==> src/rtl/led_ctrl_pkg.sv <==
// Shared definitions for the LED controller family: FSM state encodings
// and the default pacing/length constants for a counter run.
package led_ctrl_pkg;

  typedef enum logic [1:0] {
    ST_IDLE  = 2'd0,
    ST_COUNT = 2'd1,
    ST_DONE  = 2'd2
  } led_state_e;

  localparam int DEF_TICK_DIV  = 1500000;
  localparam int DEF_MAX_COUNT = 15;

endpackage

==> src/rtl/led_run_arbiter_if.sv <==
// Request/grant bundle between the board requesters and the run arbiter.
// The arbiter sits on the slave side; the requester side drives req only.
interface led_run_arbiter_if #(
  parameter int NUM_REQ = 4,
  parameter int CNT_W   = 4
);
  localparam int OWN_W = (NUM_REQ > 1) ? $clog2(NUM_REQ) : 1;

  logic [NUM_REQ-1:0] req;
  logic [NUM_REQ-1:0] grant;
  logic [OWN_W-1:0]   owner;
  logic [CNT_W-1:0]   led;
  logic [NUM_REQ-1:0] done;
  logic               busy;

  modport master (output req, input grant, owner, led, done, busy);
  modport slave  (input req, output grant, owner, led, done, busy);
endinterface

==> src/rtl/led_run_arbiter_tick_gen.sv <==
// Free-running step divider: one-clk tick every TICK_DIV clocks, counted
// from reset and never restarted by arbitration activity.
import led_ctrl_pkg::*;

module tick_gen #(
  parameter int TICK_DIV = DEF_TICK_DIV
) (
  input  logic clk,
  input  logic rst_button,
  output logic tick
);
  localparam int DIV_W = (TICK_DIV > 1) ? $clog2(TICK_DIV) : 1;
  localparam logic [DIV_W-1:0] LAST = DIV_W'(TICK_DIV - 1);

  logic [DIV_W-1:0] div_q;

  // Count 0..TICK_DIV-1 and wrap; the last count value is the tick cycle.
  always_ff @(posedge clk or negedge rst_button) begin
    if (!rst_button)        div_q <= '0;
    else if (div_q == LAST) div_q <= '0;
    else                    div_q <= div_q + DIV_W'(1);
  end

  assign tick = (div_q == LAST);
endmodule

==> src/rtl/led_run_arbiter.sv <==
// Round-robin arbiter that lends one tick-paced LED run counter to one
// requester at a time, with abort when the owner drops its request.
import led_ctrl_pkg::*;

module led_run_arbiter #(
  parameter int NUM_REQ   = 4,
  parameter int TICK_DIV  = DEF_TICK_DIV,
  parameter int CNT_W     = 4,
  parameter int MAX_COUNT = DEF_MAX_COUNT
) (
  input logic              clk,
  input logic              rst_button,
  led_run_arbiter_if.slave bus
);
  localparam int OWN_W = (NUM_REQ > 1) ? $clog2(NUM_REQ) : 1;
  localparam logic [CNT_W-1:0] LED_MAX = CNT_W'(MAX_COUNT);

  led_state_e         state_q, state_n;
  logic [NUM_REQ-1:0] grant_q, grant_n;
  logic [OWN_W-1:0]   owner_q, owner_n;
  logic [CNT_W-1:0]   led_q, led_n;
  logic [NUM_REQ-1:0] done_q, done_n;
  logic               busy_q, busy_n;
  logic [OWN_W-1:0]   ptr_q, ptr_n;
  logic [OWN_W-1:0]   sel;
  logic               tick;

  // First set request bit searching upward from the pointer, wrapping.
  function automatic logic [OWN_W-1:0] rr_select(input logic [NUM_REQ-1:0] r,
                                                 input logic [OWN_W-1:0] p);
    logic [OWN_W-1:0] pick;
    logic             found;
    int               idx;
    pick  = p;
    found = 1'b0;
    for (int i = 0; i < NUM_REQ; i++) begin
      idx = (int'(p) + i) % NUM_REQ;
      if (!found && r[idx]) begin
        pick  = OWN_W'(idx);
        found = 1'b1;
      end
    end
    return pick;
  endfunction

  // Requester after the given one, wrapping at NUM_REQ.
  function automatic logic [OWN_W-1:0] next_idx(input logic [OWN_W-1:0] o);
    return OWN_W'((int'(o) + 1) % NUM_REQ);
  endfunction

  tick_gen #(.TICK_DIV(TICK_DIV)) u_tick_gen (
    .clk        (clk),
    .rst_button (rst_button),
    .tick       (tick)
  );

  assign sel = rr_select(bus.req, ptr_q);

  // Next-state and next-output decode; abort outranks the final tick.
  always_comb begin
    state_n = state_q;
    grant_n = grant_q;
    owner_n = owner_q;
    led_n   = led_q;
    done_n  = '0;
    busy_n  = busy_q;
    ptr_n   = ptr_q;
    case (state_q)
      ST_IDLE: begin
        if (|bus.req) begin
          state_n      = ST_COUNT;
          grant_n      = '0;
          grant_n[sel] = 1'b1;
          owner_n      = sel;
          busy_n       = 1'b1;
          led_n        = '0;
        end
      end
      ST_COUNT: begin
        if (!bus.req[owner_q]) begin
          state_n = ST_IDLE;
          grant_n = '0;
          busy_n  = 1'b0;
          led_n   = '0;
          ptr_n   = next_idx(owner_q);
        end else if (tick && (led_q == LED_MAX)) begin
          state_n          = ST_DONE;
          done_n[owner_q]  = 1'b1;
        end else if (tick) begin
          led_n = led_q + CNT_W'(1);
        end
      end
      ST_DONE: begin
        state_n = ST_IDLE;
        grant_n = '0;
        busy_n  = 1'b0;
        led_n   = '0;
        ptr_n   = next_idx(owner_q);
      end
      default: begin
        state_n = ST_IDLE;
        grant_n = '0;
        busy_n  = 1'b0;
        led_n   = '0;
      end
    endcase
  end

  // State and output registers; reset clears a run without any done pulse.
  always_ff @(posedge clk or negedge rst_button) begin
    if (!rst_button) begin
      state_q <= ST_IDLE;
      grant_q <= '0;
      owner_q <= '0;
      led_q   <= '0;
      done_q  <= '0;
      busy_q  <= 1'b0;
      ptr_q   <= '0;
    end else begin
      state_q <= state_n;
      grant_q <= grant_n;
      owner_q <= owner_n;
      led_q   <= led_n;
      done_q  <= done_n;
      busy_q  <= busy_n;
      ptr_q   <= ptr_n;
    end
  end

  assign bus.grant = grant_q;
  assign bus.owner = owner_q;
  assign bus.led   = led_q;
  assign bus.done  = done_q;
  assign bus.busy  = busy_q;
endmodule

==> src/flat_wrapper.sv <==
// flat-port wrapper written by rule: the top's interface ports become plain ports
module led_run_arbiter_flat 
#(
  parameter int NUM_REQ   = 4,
  parameter int TICK_DIV  = DEF_TICK_DIV,
  parameter int CNT_W     = 4,
  parameter int MAX_COUNT = DEF_MAX_COUNT
)
  (clk, rst_button, bus_req, bus_grant, bus_owner, bus_led, bus_done, bus_busy);
  led_run_arbiter_if #(.NUM_REQ(NUM_REQ), .CNT_W(CNT_W)) bus_i ();
  input logic clk;
  input logic rst_button;
  input wire logic [$bits(bus_i.req)-1:0] bus_req;
  output wire logic [$bits(bus_i.grant)-1:0] bus_grant;
  output wire logic [$bits(bus_i.owner)-1:0] bus_owner;
  output wire logic [$bits(bus_i.led)-1:0] bus_led;
  output wire logic [$bits(bus_i.done)-1:0] bus_done;
  output wire logic [$bits(bus_i.busy)-1:0] bus_busy;
  assign bus_i.req = bus_req;
  assign bus_grant = bus_i.grant;
  assign bus_owner = bus_i.owner;
  assign bus_led = bus_i.led;
  assign bus_done = bus_i.done;
  assign bus_busy = bus_i.busy;
  led_run_arbiter #(.NUM_REQ(NUM_REQ), .TICK_DIV(TICK_DIV), .CNT_W(CNT_W), .MAX_COUNT(MAX_COUNT)) u_core (.clk(clk), .rst_button(rst_button), .bus(bus_i));
endmodule
==> config.mk <==
export PLATFORM = sky130hd
export DESIGN_NAME = led_run_arbiter_flat
export DESIGN_NICKNAME = d
export VERILOG_FILES = /design/src/rtl/led_ctrl_pkg.sv /design/src/rtl/led_run_arbiter_if.sv /design/src/rtl/led_run_arbiter_tick_gen.sv /design/src/rtl/led_run_arbiter.sv /design/src/flat_wrapper.sv
export SDC_FILE = /design/constraint.sdc
export NUM_CORES = 1
export LEC_CHECK = 0
export ABC_AREA = 1
export BUFFER_PORTS_ARGS = -buffer_cell sky130_fd_sc_hd__buf_2
export CORE_UTILIZATION = 39
export DETAILED_ROUTE_END_ITERATION = 8
export SYNTH_ARGS = -nofsm -noshare
export SYNTH_HDL_FRONTEND = slang
export SYNTH_SLANG_ARGS = --single-unit
==> constraint.sdc <==
create_clock -name clk -period 1.95 [get_ports clk]
set_input_delay 0.2925 -clock clk [delete_from_list [all_inputs] [get_ports clk]]
set_output_delay 0.2925 -clock clk [all_outputs]
set_load 0.005 [all_outputs]
# Word-level counts from Yosys, hierarchy flattened
# Index checks and enable logic that the tools add are counted.
dict set report word_totals {
  register_bits 40
  in_bits 6
  wordCells 98
}
dict set report op_classes {
  n_addsub 6
  n_lt_le_gt_ge 8
  n_eq_ne 9
  n_mux 44
  n_bitwise 3
  n_reduce_logical 20
}
# operator count
set op_table {}
lappend op_table {{$mux W4} 9}
lappend op_table {{$add A21 B1 Y21 const B} 1}
lappend op_table {{$eq A21 B21 Y1 const B} 1}
lappend op_table {{$mux W21} 1}
lappend op_table {{$pmux W4 S2} 2}
lappend op_table {{$mux W1} 15}
lappend op_table {{$mux W2} 7}
lappend op_table {{$lt A3 B4 Y1 const B} 3}
lappend op_table {{$bmux W1 S2} 5}
lappend op_table {{$lt A2 B3 Y1 const B} 3}
lappend op_table {{$pmux W2 S2} 2}
lappend op_table {{$reduce_and A2 Y1} 4}
lappend op_table {{$logic_and A1 B1 Y1} 6}
lappend op_table {{$ne A3 B3 Y1 const B} 2}
lappend op_table {{$reduce_or A2 Y1} 3}
lappend op_table {{$add A2 B1 Y2 const B} 2}
lappend op_table {{$add A2 B2 Y2 const B} 2}
lappend op_table {{$add A4 B1 Y4 const B} 1}
lappend op_table {{$demux W1 S2} 2}
lappend op_table {{$eq A4 B4 Y1 const B} 1}
lappend op_table {{$ge A2 B1 Y1 const B} 2}
lappend op_table {{$reduce_or A4 Y1} 1}
lappend op_table {{$and A1 B1 Y1 const A} 3}
lappend op_table {{$logic_not A1 Y1} 3}
lappend op_table {{9 further kinds} 9}

# Longest topological paths before layout
dict set report depth {
  depth_word 20
  ltp_mapped 13
  mapped_depth_nobuf 13
}

# Hierarchy
# A second synthesis with hierarchy kept.
dict set report hier_totals {
  cells_unflattened 363
  hier_area_um2 2556.2
}
# module instances cells_each area_each_um2
set modules_own_cells {}
lappend modules_own_cells {led_run_arbiter 1 186 1288.7}
lappend modules_own_cells {tick_gen 1 177 1267.5}

# Least setup slack after synthesis
# OpenSTA, ideal clock, no wires.
dict set report synth_timing {
  path_type {reg-to-reg}
  startpoint {reg u_core.u_tick_gen.div_q[0]}
  endpoint {reg u_core.led_q[3] (netlist: u_core.bus.led[3])}
  t_arrival_ps 1504
  setup_slack_ps 329
  stages_incl_launch_ff 10
  path_cell_list {dfrtp_1 > ha_1 > nand2_1 > nor2_2 > nand4_1 > nor2_4 > o21a_2 > nand2_1 > nand2_1 > nand2_1}
}
dict set report synth_via {
  elab_chain_cells 4
}
# element line_no
set synth_rtl {}
lappend synth_rtl {{from (decl)} led_run_arbiter_tick_gen.sv:15} ;# logic [DIV_W-1:0] div_q;
lappend synth_rtl {{from (signal assigned)} led_run_arbiter_tick_gen.sv:21} ;# else div_q <= div_q + DIV_W'(1);
lappend synth_rtl {{$eq A21 B21 Y1 *} led_run_arbiter_tick_gen.sv:24} ;# assign tick = (div_q == LAST);
lappend synth_rtl {{$logic_and A1 B1 Y1} led_run_arbiter.sv:86} ;# end else if (tick && (led_q == LED_MAX)) begin
lappend synth_rtl {{$ne A3 B3 Y1 (no line)} -}
lappend synth_rtl {{$reduce_and A3 Y1 (no line) *} -}
lappend synth_rtl {{to (signal assigned)} led_run_arbiter.sv:123} ;# led_q <= led_n;
lappend synth_rtl {{to (decl)} led_run_arbiter.sv:21} ;# logic [CNT_W-1:0] led_q, led_n;
# Every way passes the cells marked *; elsewhere a longest branch is shown, timed or not.
# A chain may end at the register's enable or synchronous reset.

# Final worst setup path
dict set report layout_timing {
  startpoint {reg u_core.ptr_q[0]}
  endpoint {reg u_core.grant_q[3] (netlist: u_core.bus.grant[3])}
}
dict set report layout_via {
  elab_chain_cells 18
}
# element line_no
set layout_rtl {}
lappend layout_rtl {{from (decl)} led_run_arbiter.sv:24} ;# logic [OWN_W-1:0] ptr_q, ptr_n;
lappend layout_rtl {{from (signal assigned)} led_run_arbiter.sv:126} ;# ptr_q <= ptr_n;
lappend layout_rtl {{$add A2 B1 Y2 / $bmux W1 S2 (equally long branches)} {led_run_arbiter.sv:37, led_run_arbiter.sv:38}}
lappend layout_rtl {{$bmux W1 S2 / $mux W1 (equally long branches)} led_run_arbiter.sv:38} ;# if (!found && r[idx]) begin
lappend layout_rtl {{$mux W1 (not written as such)} led_run_arbiter.sv:38}
lappend layout_rtl {{$mux W1 (not written as such) / $logic_not A1 Y1 (equally long branches)} led_run_arbiter.sv:38}
lappend layout_rtl {{$logic_and A1 B1 Y1} led_run_arbiter.sv:38}
lappend layout_rtl {{$mux W1} led_run_arbiter.sv:38}
lappend layout_rtl {{$logic_not A1 Y1} led_run_arbiter.sv:38}
lappend layout_rtl {{$logic_and A1 B1 Y1} led_run_arbiter.sv:38}
lappend layout_rtl {{(+2 left out)} -}
lappend layout_rtl {{$logic_and A1 B1 Y1} led_run_arbiter.sv:38}
lappend layout_rtl {{$mux W2 *} led_run_arbiter.sv:38}
lappend layout_rtl {{$lt A2 B3 Y1 (not written as such) / $ge A2 B1 Y1 (equally long branches)} led_run_arbiter.sv:73} ;# grant_n[sel] = 1'b1;
lappend layout_rtl {{$logic_and A1 B1 Y1 (not written as such)} led_run_arbiter.sv:73}
lappend layout_rtl {{$mux W1 (not written as such)} led_run_arbiter.sv:73}
lappend layout_rtl {{$demux W1 S2 *} -}
lappend layout_rtl {{$mux W4 *} led_run_arbiter.sv:70} ;# if (|bus.req) begin
lappend layout_rtl {{$pmux W4 S2 *} led_run_arbiter.sv:68} ;# case (state_q)
lappend layout_rtl {{to (signal assigned)} led_run_arbiter.sv:121} ;# grant_q <= grant_n;
lappend layout_rtl {{to (decl)} led_run_arbiter.sv:19} ;# logic [NUM_REQ-1:0] grant_q, grant_n;
# Every way passes the cells marked *; elsewhere a longest branch is shown, timed or not. The select of a mux whose other input is x is not followed.

==> metrics.md <==
| Metric | Value |
|---|---|
| Mapped Nets | `approximately 350` |
| Core area | `roughly 6000 sq um` |
| Final instance area | `2790 sq um` |
| Post-DP HPWL | `4.10 mm` |
| Routed Antenna Nets | `0` |
| DP Area | `2670 sq um` |
| Area leader, netlist | `dfrtp_1` |
| Yosys reg bits | `40` |
| Syn Inst Count | `between 300 and 400` |
| Final setup viols | `0` |
| GR peak layer | `met2` |
| Ys Warns | `0` |
| Status | `complete, but fails checks` |
| Worst-case vdd ir drop | `about 0.57 mV` |
| TNS Setup | `0 ns` |
| RSZ-0062 raised after global routing | `no` |
| Max-slew headroom | `about three fifths` |
| CP Max Fanout | `11` |
| Hold Vio Cnt, Final | `15` |
| Hold Crit Class | `in2async` |
| Reg2reg start | `u_core.ptr_q[0]` |
| Register area | `approximately 1000 sq um` |
| Detailed-router iteration count before antenna repair | `4` |
| Hold buffers post-CTS | `0` |
| Vias in the first global route | `roughly 2100` |
| Multi-input logic area | `1250 sq um` |
| Synth top area cells | `dfrtp_1 41%, nand2_1 16%, inv_1 6.6%, nand3_1 5.7%, nor2_1 4.0%` |
| GRT met2 Usage | `30.2%` |
| CTS tree | `done` |
| Worst skew pair latency | `about 0.3 ns` |
| CP Data Required Time | `about 2.2 ns` |
| Power Total | `~3.1 mW` |
| First-pass GRT wire length | `9.20 mm` |
| Area Overhead vs Synth | `13.8%` |
| DR iter-0 viols | `120` |
| Starting Density | `40.9%` |
| WL final | `between 5 and 6 mm` |
| Commonest non-fill, non-tap cell in the layout | `nand2_1` |
| Gr usage total | `between 10% and 20%` |
| Most frequent cells in the layout | `103 x nand2_1, 43 x inv_1, 39 x dfrtp_1, 28 x nand3_1, 25 x nor2_1` |
| Reg clk slew, reported paths | `around 0.08 ns` |
| CP Class | `reg2reg` |
| Detailed-route DRC error count | `0` |
| Die area | `approximately 6600 sq um` |
| Post-synth cell types | `31` |
| IO Count | `21` |
| Die height | `a little over 80 um` |
| Fmax | `around 580 MHz` |
| Layout Nets | `around 380` |
| Yosys top cell area share | `roughly two fifths` |
| Worst setup SP type | `register` |
| Final period util | `between 80% and 90%` |
| Buffers on Ports | `20` |
| RD Place Congestion | `0.875` |
| Layout cells sized above 1 | `between 15 and 20%` |
| Pwr Density | `between 1000 and 1500 nW/um^2` |
| Inserted Diodes | `0` |
| GR Util met1 | `between 20% and 30%` |
| # fillers | `607` |
| Drt wl/cell | `roughly 12 um` |
| Final core utilization | `46.5%` |
| Synthesized area per cell | `about 7.3 sq um` |
| H-Tree Level Count | `2` |
| Initial antenna violation count | `0` |
| Hold slack | `-0.00377 ns` |
| CP endpoint kind | `register` |
| Slew at the pin with the worst max-slew slack | `roughly 0.60 ns` |
| Final Skew | `approximately 0.0078 ns` |
| LEAKAGE | `1.54 nW` |
| CTS max path bufs | `2` |
| Max-Cap Viols | `0` |
| Global route overflow | `0` |
| Routed vias | `roughly 2200` |
| Post-synthesis sequential area ratio | `roughly two fifths` |
| Cell Area, Synth | `between 2000 and 2500 sq um` |
| Failing checks | `hold timing` |
| Pin count of the biggest net entering global routing | `28` |
| CP Launch Point | `u_core.ptr_q[0]` |
| Num CTS Buffers | `5` |
| Rows | `28` |
| Clock root cell | `clkbuf_8` |
| Max Slew Vio Count | `0` |
| CTS Sinks | `40` |
| Minimum clock period | `~1.7 ns` |
| M3 GR Usage | `around 3.8%` |
| WP data arrival | `~1.9 ns` |
| Vias/cell | `a little under 5` |
| Die Wd | `roughly 81 um` |
through the flow:
step                cells  setup WS (ns)
finish                442          0.225
global route          442         0.0503
CTS                   442          0.153
detailed placement    434          0.161
global placement      434          0.182
floorplan             335          0.329
critical path: stages, from the launching register on:
cell,delay (ns)
dfrtp_2,0.50
inv_2,0.17
nand2_1,0.11
nand2_4,0.13
nand2_4,0.06
nand2_4,0.10
nand3_1,0.12
nand2_1,0.10
nand2_1,0.05
nand3_1,0.07
nand2_1,0.09
nand2_1,0.08
nand2_1,0.05
per-layer routing:
metal	vias to the layer above	wire [um]
li1	1128	-
met1	1001	2540
met2	51	2500
met3	8	249
met4	0	67
met5	-	0
logic make-up (layout without fill, tap and decap cells):
family	after synthesis	after routing	synth area share (%)
simple gates	202	202	38.8
buf+inv	51	83	7.97
flops	40	40	40.9
compound gates	27	27	6.08
xor+xnor	9	9	3.22
fa+ha+maj	6	6	3.07
worst paths after layout:
| check | endpoint | slack (ns) | cells past startpoint |
|---|---|---|---|
| setup / recovery | u_core.bus.grant[3] | 0.22 | 12 |
| hold / removal | u_core.bus.done[3] | -0.004 | 1 |
| setup reg to reg | u_core.bus.grant[3] | 0.22 | 12 |
| hold reg to reg | u_core.bus.busy | 0.49 | 2 |
| max in group asynchronous | u_core.ptr_q[1] | 1.41 | 2 |
| min in group clk | u_core.bus.busy | 0.49 | 2 |
layout make-up:
type                       instances  share of cell area (%)
tap                               75                    3.37
inverter                          50                    6.73
sequential                        40                    36.0
timing repair buffer              25                    4.94
multi-input combinational        244                    45.0
clock inverter                     3                    1.53
clock buffer                       5                    2.47
cell usage after synthesis, drive strengths merged:
library cell and n:
a21oi 12, ha 6, nand3 29, o32ai 1, clkinv 2, or3 1, o21a 1, o21ai 11
a31oi 1, xnor2 1, nor3 14, xor2 8, nor3b 2, dfrtp 40, nand4 9, buf 1
nor2 30, nor4 4, o22ai 1, inv 48, nand2 113
where the power goes:
part / leakage, nW / total (mW) / internal [mW] / switching [mW]
Combinational: 0.958 / 1.33 / 0.456 / 0.877
Clock: 0.0541 / 0.684 / 0.379 / 0.305
Sequential: 0.527 / 1.08 / 0.940 / 0.139
registers in the layout (all words and copies together), names as in the netlist:
name	cells
u_core.bus.grant	4
u_core.ptr_q	2
u_core.bus.owner	2
u_core.u_tick_gen.div_q	21
u_core.state_q	2
u_core.bus.done	4
u_core.bus.led	4
u_core.bus.busy	1
repair_timing:
action / in CTS / in global routing
buffers inserted: 0 / 0
resized for setup: 0 / 2
endpoints found under the setup margin: 0 / 7
(Power assumes the default switching activity.)
